## src/rtl/program_loader_if.sv

```systemverilog
// Boot-loader bus: byte stream in, instruction RAM write port and CPU-release status out.
// The loader takes the slave modport; the host/stream source takes the master modport.
interface program_loader_if #(
    parameter int ADDRESS_BUS_WIDTH = 10,
    parameter int INSTRUCTION_WIDTH = 32
);
    logic                         start;
    logic [7:0]                   rx_data;
    logic                         rx_valid;
    logic                         rx_ready;
    logic                         imem_we;
    logic [ADDRESS_BUS_WIDTH-1:0] imem_addr;
    logic [INSTRUCTION_WIDTH-1:0] imem_wdata;
    logic                         cpu_reset;
    logic                         busy;
    logic                         done;
    logic                         error;
    logic [15:0]                  words_loaded;

    modport master (
        output start, rx_data, rx_valid,
        input  rx_ready, imem_we, imem_addr, imem_wdata,
        input  cpu_reset, busy, done, error, words_loaded
    );

    modport slave (
        input  start, rx_data, rx_valid,
        output rx_ready, imem_we, imem_addr, imem_wdata,
        output cpu_reset, busy, done, error, words_loaded
    );
endinterface

```

## src/rtl/program_loader.sv

```systemverilog
// Boot-stage loader: length-prefixed byte stream -> little-endian instruction words written from BASE_ADDR.
// Define PROGRAM_LOADER_CHECKSUM_EN to require a trailing XOR checksum byte before releasing the CPU.
module program_loader #(
    parameter int ADDRESS_BUS_WIDTH = 10,
    parameter int INSTRUCTION_WIDTH = 32,
    parameter int BASE_ADDR         = 512,
    parameter int MAX_WORDS         = ((1 << ADDRESS_BUS_WIDTH) - BASE_ADDR) / (INSTRUCTION_WIDTH / 8)
) (
    input logic             clk,
    input logic             reset,
    program_loader_if.slave bus
);
    localparam int BYTES_PER_WORD = INSTRUCTION_WIDTH / 8;
    localparam int IDX_W          = (BYTES_PER_WORD > 1) ? $clog2(BYTES_PER_WORD) : 1;
    localparam logic [ADDRESS_BUS_WIDTH-1:0] BASE_A    = ADDRESS_BUS_WIDTH'(BASE_ADDR);
    localparam logic [ADDRESS_BUS_WIDTH-1:0] ADDR_STEP = ADDRESS_BUS_WIDTH'(BYTES_PER_WORD);
    localparam logic [IDX_W-1:0]             LAST_IDX  = IDX_W'(BYTES_PER_WORD - 1);
    localparam logic [15:0]                  MAX_LEN   = 16'(MAX_WORDS);

    typedef enum logic [3:0] {
        IDLE   = 4'd0,
        LEN_LO = 4'd1,
        LEN_HI = 4'd2,
        DATA   = 4'd3,
        WRITE  = 4'd4,
        FINISH = 4'd5,
`ifdef PROGRAM_LOADER_CHECKSUM_EN
        CKSUM  = 4'd6,
`endif
        DONE   = 4'd7,
        ERROR  = 4'd8
    } state_t;

    state_t                       state_r;
    logic [15:0]                  len_r;
    logic [IDX_W-1:0]             byte_idx_r;
    logic [ADDRESS_BUS_WIDTH-1:0] imem_addr_r;
    logic [INSTRUCTION_WIDTH-1:0] imem_wdata_r;
    logic                         rx_ready_r;
    logic                         imem_we_r;
    logic                         cpu_reset_r;
    logic                         busy_r;
    logic                         done_r;
    logic                         error_r;
    logic [15:0]                  words_loaded_r;
    logic                         byte_accept_s;
    logic [15:0]                  len_full_s;

`ifdef PROGRAM_LOADER_CHECKSUM_EN
    logic [7:0] cksum_r;

    function automatic logic [7:0] cksum_next(input logic [7:0] acc, input logic [7:0] data);
        return acc ^ data;
    endfunction
`endif

    assign byte_accept_s = bus.rx_valid && rx_ready_r;
    assign len_full_s    = {bus.rx_data, len_r[7:0]};

    assign bus.rx_ready     = rx_ready_r;
    assign bus.imem_we      = imem_we_r;
    assign bus.imem_addr    = imem_addr_r;
    assign bus.imem_wdata   = imem_wdata_r;
    assign bus.cpu_reset    = cpu_reset_r;
    assign bus.busy         = busy_r;
    assign bus.done         = done_r;
    assign bus.error        = error_r;
    assign bus.words_loaded = words_loaded_r;

    // Load sequencer: state, stream handshake and every registered output
    always_ff @(posedge clk or posedge reset) begin
        if (reset) begin
            state_r        <= IDLE;
            len_r          <= 16'd0;
            byte_idx_r     <= {IDX_W{1'b0}};
            imem_addr_r    <= BASE_A;
            imem_wdata_r   <= {INSTRUCTION_WIDTH{1'b0}};
            rx_ready_r     <= 1'b0;
            imem_we_r      <= 1'b0;
            cpu_reset_r    <= 1'b1;
            busy_r         <= 1'b0;
            done_r         <= 1'b0;
            error_r        <= 1'b0;
            words_loaded_r <= 16'd0;
`ifdef PROGRAM_LOADER_CHECKSUM_EN
            cksum_r        <= 8'd0;
`endif
        end else begin
            imem_we_r <= 1'b0;
            case (state_r)
                IDLE, DONE, ERROR: begin
                    // start from any resting state re-arms a fresh load and re-holds the CPU
                    if (bus.start) begin
                        state_r        <= LEN_LO;
                        rx_ready_r     <= 1'b1;
                        busy_r         <= 1'b1;
                        done_r         <= 1'b0;
                        error_r        <= 1'b0;
                        cpu_reset_r    <= 1'b1;
                        words_loaded_r <= 16'd0;
                        imem_addr_r    <= BASE_A;
                        byte_idx_r     <= {IDX_W{1'b0}};
                        len_r          <= 16'd0;
`ifdef PROGRAM_LOADER_CHECKSUM_EN
                        cksum_r        <= 8'd0;
`endif
                    end else begin
                        state_r <= state_r;
                    end
                end
                LEN_LO: begin
                    if (byte_accept_s) begin
                        len_r   <= {8'd0, bus.rx_data};
                        state_r <= LEN_HI;
                    end else begin
                        state_r <= LEN_LO;
                    end
                end
                LEN_HI: begin
                    if (byte_accept_s) begin
                        len_r <= len_full_s;
                        if (len_full_s == 16'd0) begin
                            state_r    <= FINISH;
                            rx_ready_r <= 1'b0;
                        end else if (len_full_s > MAX_LEN) begin
                            state_r    <= ERROR;
                            rx_ready_r <= 1'b0;
                            busy_r     <= 1'b0;
                            error_r    <= 1'b1;
                        end else begin
                            state_r    <= DATA;
                            byte_idx_r <= {IDX_W{1'b0}};
                        end
                    end else begin
                        state_r <= LEN_HI;
                    end
                end
                DATA: begin
                    if (byte_accept_s) begin
                        imem_wdata_r[{byte_idx_r, 3'b000} +: 8] <= bus.rx_data;
`ifdef PROGRAM_LOADER_CHECKSUM_EN
                        cksum_r <= cksum_next(cksum_r, bus.rx_data);
`endif
                        if (byte_idx_r == LAST_IDX) begin
                            state_r    <= WRITE;
                            rx_ready_r <= 1'b0;
                            imem_we_r  <= 1'b1;
                            byte_idx_r <= {IDX_W{1'b0}};
                        end else begin
                            byte_idx_r <= byte_idx_r + IDX_W'(1);
                        end
                    end else begin
                        state_r <= DATA;
                    end
                end
                WRITE: begin
                    imem_addr_r    <= imem_addr_r + ADDR_STEP;
                    words_loaded_r <= words_loaded_r + 16'd1;
                    if ((words_loaded_r + 16'd1) == len_r) begin
                        state_r <= FINISH;
                    end else begin
                        state_r    <= DATA;
                        rx_ready_r <= 1'b1;
                    end
                end
                FINISH: begin
`ifdef PROGRAM_LOADER_CHECKSUM_EN
                    state_r    <= CKSUM;
                    rx_ready_r <= 1'b1;
`else
                    state_r     <= DONE;
                    busy_r      <= 1'b0;
                    done_r      <= 1'b1;
                    cpu_reset_r <= 1'b0;
`endif
                end
`ifdef PROGRAM_LOADER_CHECKSUM_EN
                CKSUM: begin
                    // a bad checksum leaves written words in RAM but keeps the CPU held
                    if (byte_accept_s) begin
                        rx_ready_r <= 1'b0;
                        busy_r     <= 1'b0;
                        if (bus.rx_data == cksum_r) begin
                            state_r     <= DONE;
                            done_r      <= 1'b1;
                            cpu_reset_r <= 1'b0;
                        end else begin
                            state_r <= ERROR;
                            error_r <= 1'b1;
                        end
                    end else begin
                        state_r <= CKSUM;
                    end
                end
`endif
                default: begin
                    state_r     <= IDLE;
                    rx_ready_r  <= 1'b0;
                    busy_r      <= 1'b0;
                    cpu_reset_r <= 1'b1;
                end
            endcase
        end
    end
endmodule

```

## src/flat_wrapper.sv

```systemverilog
// flat-port wrapper written by rule: the top's interface ports become plain ports
module program_loader_flat 
#(
    parameter int ADDRESS_BUS_WIDTH = 10,
    parameter int INSTRUCTION_WIDTH = 32,
    parameter int BASE_ADDR         = 512,
    parameter int MAX_WORDS         = ((1 << ADDRESS_BUS_WIDTH) - BASE_ADDR) / (INSTRUCTION_WIDTH / 8)
)
  (clk, reset, bus_start, bus_rx_data, bus_rx_valid, bus_rx_ready, bus_imem_we, bus_imem_addr, bus_imem_wdata, bus_cpu_reset, bus_busy, bus_done, bus_error, bus_words_loaded);
  program_loader_if #(.ADDRESS_BUS_WIDTH(ADDRESS_BUS_WIDTH), .INSTRUCTION_WIDTH(INSTRUCTION_WIDTH)) bus_i ();
  input logic clk;
  input logic reset;
  input wire logic [$bits(bus_i.start)-1:0] bus_start;
  input wire logic [$bits(bus_i.rx_data)-1:0] bus_rx_data;
  input wire logic [$bits(bus_i.rx_valid)-1:0] bus_rx_valid;
  output wire logic [$bits(bus_i.rx_ready)-1:0] bus_rx_ready;
  output wire logic [$bits(bus_i.imem_we)-1:0] bus_imem_we;
  output wire logic [$bits(bus_i.imem_addr)-1:0] bus_imem_addr;
  output wire logic [$bits(bus_i.imem_wdata)-1:0] bus_imem_wdata;
  output wire logic [$bits(bus_i.cpu_reset)-1:0] bus_cpu_reset;
  output wire logic [$bits(bus_i.busy)-1:0] bus_busy;
  output wire logic [$bits(bus_i.done)-1:0] bus_done;
  output wire logic [$bits(bus_i.error)-1:0] bus_error;
  output wire logic [$bits(bus_i.words_loaded)-1:0] bus_words_loaded;
  assign bus_i.start = bus_start;
  assign bus_i.rx_data = bus_rx_data;
  assign bus_i.rx_valid = bus_rx_valid;
  assign bus_rx_ready = bus_i.rx_ready;
  assign bus_imem_we = bus_i.imem_we;
  assign bus_imem_addr = bus_i.imem_addr;
  assign bus_imem_wdata = bus_i.imem_wdata;
  assign bus_cpu_reset = bus_i.cpu_reset;
  assign bus_busy = bus_i.busy;
  assign bus_done = bus_i.done;
  assign bus_error = bus_i.error;
  assign bus_words_loaded = bus_i.words_loaded;
  program_loader #(.ADDRESS_BUS_WIDTH(ADDRESS_BUS_WIDTH), .INSTRUCTION_WIDTH(INSTRUCTION_WIDTH), .BASE_ADDR(BASE_ADDR), .MAX_WORDS(MAX_WORDS)) u_core (.clk(clk), .reset(reset), .bus(bus_i));
endmodule
```

## config.mk

```make
export PLATFORM = sky130hd
export DESIGN_NAME = program_loader_flat
export DESIGN_NICKNAME = d
export VERILOG_FILES = /design/src/rtl/program_loader_if.sv /design/src/rtl/program_loader.sv /design/src/flat_wrapper.sv
export SDC_FILE = /design/constraint.sdc
export NUM_CORES = 1
export LEC_CHECK = 0
export ABC_AREA = 1
export BUFFER_PORTS_ARGS = -buffer_cell sky130_fd_sc_hd__buf_2
export CORE_AREA = 2 2 118 120
export DETAILED_ROUTE_END_ITERATION = 8
export DIE_AREA = 0 0 120 122
export GPL_ROUTABILITY_DRIVEN = 0
export GPL_TIMING_DRIVEN = 0
export PLACE_DENSITY_LB_ADDON = 0.3
export SYNTH_ARGS = -nofsm -noshare
export SYNTH_HDL_FRONTEND = slang
export SYNTH_SLANG_ARGS = --single-unit
```

## constraint.sdc

```tcl
create_clock -name clk -period 2.65 [get_ports clk]
set_input_delay 0.53 -clock clk [delete_from_list [all_inputs] [get_ports clk]]
set_output_delay 0.53 -clock clk [all_outputs]
set_load 0.02 [all_outputs]
```

Yosys cells after proc, flatten, opt, wreduce, memory -nomap -nowiden
Index checks and enable logic that the tools add are counted.
Operators by class
  mux-type cells: 45
  shifts and indexed selects: 2
  magnitude comparators: 1
  reductions and logical operators: 24
  add/subtract/negate cells: 4
  eq/ne operators: 20
  bitwise operators: 4
Operators with widths (number)
  2-to-1 mux 16 bit: 3
  case mux 16 bit (3 select lines): 1
  bitwise mux 32 bit: 1
  case mux 16 bit (2 select lines): 1
  variable shift 8 x 7 -> 32 bit, first input constant: 1
  variable part select 8 x 7 -> 32 bit: 1
  2-to-1 mux 4 bit: 6
  case mux 4 bit (6 select lines): 1
  case mux 10 bit (2 select lines): 1
  adder 16 x 1 -> 16 bit, second input constant: 1
  equality test 16 bit: 1
  greater-than comparator 16 x 8 -> 1 bit, second input constant: 1
  zero test 16 bit: 1
  2-to-1 mux 1 bit: 16
  2-to-1 mux 2 bit: 7
  equality test 4 x 3 -> 1 bit, second input constant: 3
  adder 10 x 3 -> 10 bit, second input constant: 1
  2-to-1 mux 10 bit: 1
  inequality test 2 x 1 -> 1 bit, second input constant: 5
  AND reduction 2 bit: 5
  AND reduction 5 bit: 2
  equality test 4 x 2 -> 1 bit, second input constant: 2
  inequality test 2 bit, second input constant: 4
  AND reduction 4 bit: 2
  22 further kinds: 32
Storage, ports and cells
  word-level logic and storage cells: 113
  register bits after elaboration: 86

Longest topological paths before layout
  word-level depth: 5
  depth in mapped cells: 15

Worst setup path after synthesis
OpenSTA, ideal clock, no wires.
  path kind: reg-to-reg
  from: register u_core.words_loaded_r[1] (netlist: u_core.bus.words_loaded[1])
  to: register u_core.rx_ready_r (netlist: u_core.bus.rx_ready)
  required time: 2.533 ns
  stages on the path, launching flop included: 13
  buffers on the path: 0
  library setup time: 0.117 ns
  path slack: 0.774 ns
  arrival time: 1.759 ns
  path through: dfrtp_1 > ha_1 > nand3_1 > nor2_1 > nand2_1 > nand3_1 > nand2_1 > nor2_1 > nand2_1 > nor3_2 > nand3_2 > nand3_1 > nand2_1
On the way
  longest elaborated chain between the ends: 4
RTL lines
  start, declared: RTL line program_loader.sv:45  | logic [15:0] words_loaded_r;
  start signal, assigned: RTL line program_loader.sv:158  | words_loaded_r <= words_loaded_r + 16'd1;
  adder 16 x 1 -> 16 bit: RTL line program_loader.sv:159  | if ((words_loaded_r + 16'd1) == len_r) begin
  equality test 16 bit: RTL line program_loader.sv:159
  inequality test 2 bit (no line)
  AND reduction 7 bit (no line)
  end signal, assigned: RTL line program_loader.sv:146  | rx_ready_r <= 1'b0;
  end signal, assigned: RTL line program_loader.sv:163  | rx_ready_r <= 1'b1;
  end signal, assigned: RTL line program_loader.sv:198  | rx_ready_r <= 1'b0;
  end, declared: RTL line program_loader.sv:39  | logic rx_ready_r;
No other way between the ends.
A chain may end at the register's enable or synchronous reset.

Worst setup path after layout
  from: register u_core.words_loaded_r[0] (netlist: u_core.bus.words_loaded[0])
  to: register u_core.state_r[1]
On the way
  longest elaborated chain between the ends: 4
RTL lines
  adder 16 x 1 -> 16 bit: RTL line program_loader.sv:159
  equality test 16 bit: RTL line program_loader.sv:159
  2-to-1 mux 3 bit: RTL line program_loader.sv:159
  case mux 4 bit (6 select lines): RTL line program_loader.sv:90  | case (state_r)
  end signal, assigned: RTL line program_loader.sv:108  | state_r <= state_r;
  end, declared: RTL line program_loader.sv:34  | state_t state_r;
No other way between the ends.

==> results.tsv <==
stage	metric	value	unit
placement	place_hpwl	9370	um
floorplan	fp.dieW	120	um
detailed_routing	antenna_left	0	
sta	finalMaxSlewViolations	0	
setup_path	crit_fanout	5	
setup_path	cp-end-kind	flop	
power_and_ir_drop	p_total	0.00521	W
synth	ys_ff_latch	84	
power_and_ir_drop	p_switching	0.00215	W
setup_path	critPathKind	flop to flop	
clocking	cts_buffer_depth	2	
finish	area_growth	21.0	%
detailed_routing	drt_iter0_drc	245	
floorplan	num_rows	43	
clocking	ctsResizeCount	0	
setup_path	start_kind	flop	
floorplan	initial_core_util	0.340	
floorplan	ioPinCount	76	
floorplan	dieArea	0.0146	mm^2
synth	synthCells	595	
finish	finish.net_count	702	
power_and_ir_drop	clock_power_share	0.264	
power_and_ir_drop	intPower	0.00307	W
clocking	htree_levels	3	
sta	rsz0062_at_grt	false	
floorplan	core	0.0135	mm^2
sta	skew	0.00820	ns
clocking	cts-root-buf	clkbuf_16	
detailed_routing	drt_first_pass_iters	5	
sta	setup-tns-final	0	ns
global_routing	grt_pass1_wl	20700	um
global_routing	grt_pass1_vias	4162	
global_routing	antenna_found_initial	0	
sta	worst_pin_slew	0.938	ns
synth	ys_seq_area_frac	0.459	
sta	fmax	451	MHz
power_and_ir_drop	peakVddDrop	0.458	mV
sta	slew_headroom	0.370	
finish	final_common_cell	nand2_1	
setup_path	cp.arrival	2.41	ns
power_and_ir_drop	sw_frac_of_total	0.412	
global_routing	track_usage	0.178	
clocking	cts_hold_buf	0	
clocking	cts_tree	yes	
finish	fin_util	0.411	
finish	diodes	0	
global_routing	grt_max_degree	43	
run	timing.max_cap.violations	0	
power_and_ir_drop	power.density	939	mW/mm^2
clocking	cts-buffers-inserted	9	
detailed_routing	wire_per_inst	14.4	um
worst_hold_path	min_path_type	primary input to async pin	
finish	fillers	1354	
global_routing	grt_overflow	0	
clocking	clk_pin_slew	0.06	ns
placement	io_buffers	73	
power_and_ir_drop	p_seq_frac	0.337	
finish	drive_gt1_frac	0.198	
sta	hold_viol_final	0	
setup_path	cp.required	2.85	ns
clocking	postCtsSetupBuffers	0	
status	outcome	finished, final reports clean	
finish	final_cell_mix	134 x nand2_1, 82 x dfrtp_1, 77 x inv_1, 77 x buf_2, 67 x nand3_1	
detailed_routing	vias_per_cell	4.99	
power_and_ir_drop	power_frac_comb	0.398	
synth	yosys_warnings	0	
floorplan	die_h	122	um
sta	finalSetupViolCount	0	
power_and_ir_drop	p_leak	2.78	nW
detailed_routing	drt_wl_total	12500	um
detailed_routing	via_count	4327	
synth	syn_avg_cell_area	7.71	um^2
synth	netlist_area	0.00459	mm^2
sta	period_needed	2.22	ns
detailed_routing	drc_errors	0	
clocking	clock_latency	0.34	ns
clocking	clock_sinks	84	
sta	fin_crit_sh	0.837	
synth	yosysUniqueCellTypes	40	
-- worst max-delay path, stage by stage, from the launching register on --
cell	delay [ns]
dfrtp_1	0.44
ha_1	0.26
nand3_1	0.14
nor2_1	0.26
nand3_1	0.12
nand2_1	0.09
nand2_1	0.07
nand2_1	0.06
nand2_1	0.06
nor2_1	0.08
nand2_1	0.06
nor2_2	0.17
nand2_1	0.07
nand2_1	0.07
nand4_1	0.11
-- registers in the layout, indices dropped and copies added (netlist names) --
name / flops
u_core.bus.words_loaded: 16
u_core.bus.imem_wdata: 32
u_core.byte_idx_r: 2
u_core.bus.rx_ready: 1
u_core.state_r: 4
u_core.bus.busy: 1
u_core.bus.cpu_reset: 1
u_core.bus.error: 1
u_core.bus.imem_we: 1
u_core.bus.done: 1
u_core.bus.imem_addr: 8
u_core.len_r: 16
-- logic make-up (layout without fill, tap and decap cells) --
family,after synthesis,after routing,synth area share
flops,84,84,0.459
buf+inv,99,190,0.0870
compound gates,101,101,0.127
fa+ha+maj,8,8,0.0218
xor+xnor,2,2,0.00682
other cells,1,2,0.000818
simple gates,300,300,0.297
-- cell type report --
type                    count  area [um^2]  area share
multi-input cells         413         2090       0.376
clock inverters             6         87.6      0.0158
repair buffers             75          405      0.0730
inverters                  86          327      0.0588
flip-flops and latches     84         2100       0.379
clock buffers              10          239      0.0431
plain buffers              13         76.3      0.0138
well taps                 180          225      0.0406
-- synth_stat cells --
library cell | count | share of area
a21oi_1 | 22 | 0.024
a211oi_1 | 1 | 0.0016
nand2_2 | 5 | 0.0068
o211ai_1 | 2 | 0.0033
a21oi_2 | 1 | 0.0019
o2111ai_1 | 1 | 0.0019
nand3_1 | 67 | 0.073
a22o_1 | 1 | 0.0019
buf_4 | 4 | 0.0065
clkinv_1 | 1 | 0.00082
nor3_1 | 8 | 0.0087
nor4_1 | 1 | 0.0014
nand3_2 | 2 | 0.0044
ha_1 | 8 | 0.022
dfstp_2 | 2 | 0.011
o22ai_1 | 14 | 0.019
nor2_2 | 4 | 0.0055
buf_2 | 4 | 0.0044
conb_1 | 1 | 0.00082
inv_1 | 78 | 0.064
nor2_4 | 8 | 0.020
nor3_2 | 1 | 0.0022
or2_0 | 1 | 0.0014
o21ai_0 | 44 | 0.048
buf_6 | 1 | 0.0025
o32ai_1 | 1 | 0.0019
a31oi_1 | 2 | 0.0027
nand4_1 | 14 | 0.019
o21ai_1 | 7 | 0.0076
o21ai_2 | 3 | 0.0057
xor2_1 | 1 | 0.0019
or2_2 | 1 | 0.0014
nand2_1 | 134 | 0.11
a221oi_4 | 1 | 0.0057
inv_2 | 7 | 0.0057
xnor3_1 | 1 | 0.0049
nor2_1 | 54 | 0.044
dfrtp_1 | 82 | 0.45
clkbuf_1 | 4 | 0.0033
a22oi_1 | 1 | 0.0016
-- power groups by stage --
stage / logic [W] / clock network [W] / registers, W
floorplan: 0.00127 / 0 / 0.00196
global placement: 0.00202 / 0 / 0.00176
detailed placement: 0.00208 / 0 / 0.00177
CTS: 0.00208 / 0.00141 / 0.00176
global route: 0.00232 / 0.00146 / 0.00179
finish: 0.00208 / 0.00138 / 0.00176
-- final timing paths --
check,slack (ns),to,depth (start not counted),startpoint
max,0.43,u_core.state_r[1],14,u_core.bus.words_loaded[0]
min in group clk,0.46,u_core.bus.cpu_reset,2,u_core.bus.cpu_reset
min,0.19,u_core.len_r[14],2,reset
min reg2reg,0.46,u_core.bus.cpu_reset,2,u_core.bus.cpu_reset
max in group asynchronous,1.63,u_core.bus.cpu_reset,4,reset
max reg2reg,0.43,u_core.state_r[1],14,u_core.bus.words_loaded[0]
-- metal layers --
layer / vias up / global-route usage / wire length (um) / part of all wire
met5: - / 0 / 0 / 0
met4: 0 / 0.0728 / 263 / 0.021
met3: 20 / 0.0407 / 884 / 0.071
met2: 134 / 0.284 / 5820 / 0.47
met1: 2048 / 0.234 / 5550 / 0.44
li1: 2125 / - / - / -
-- metrics by stage --
| stage | worst slack [ns] | instances | hold WS [ns] | cell area [um^2] |
|---|---|---|---|---|
| 5_1_grt | 0.239 | 867 | 0.211 | 5550 |
| 3_3_place_gp | 0.497 | 849 | 0.458 | 5180 |
| 4_1_cts | 0.432 | 867 | 0.194 | 5550 |
| 6_report | 0.432 | 867 | 0.189 | 5550 |
| 3_5_place_dp | 0.459 | 851 | 0.458 | 5220 |
| 2_1_floorplan | 0.774 | 596 | 0.471 | 4590 |
Power figures use the tool's default switching activity.
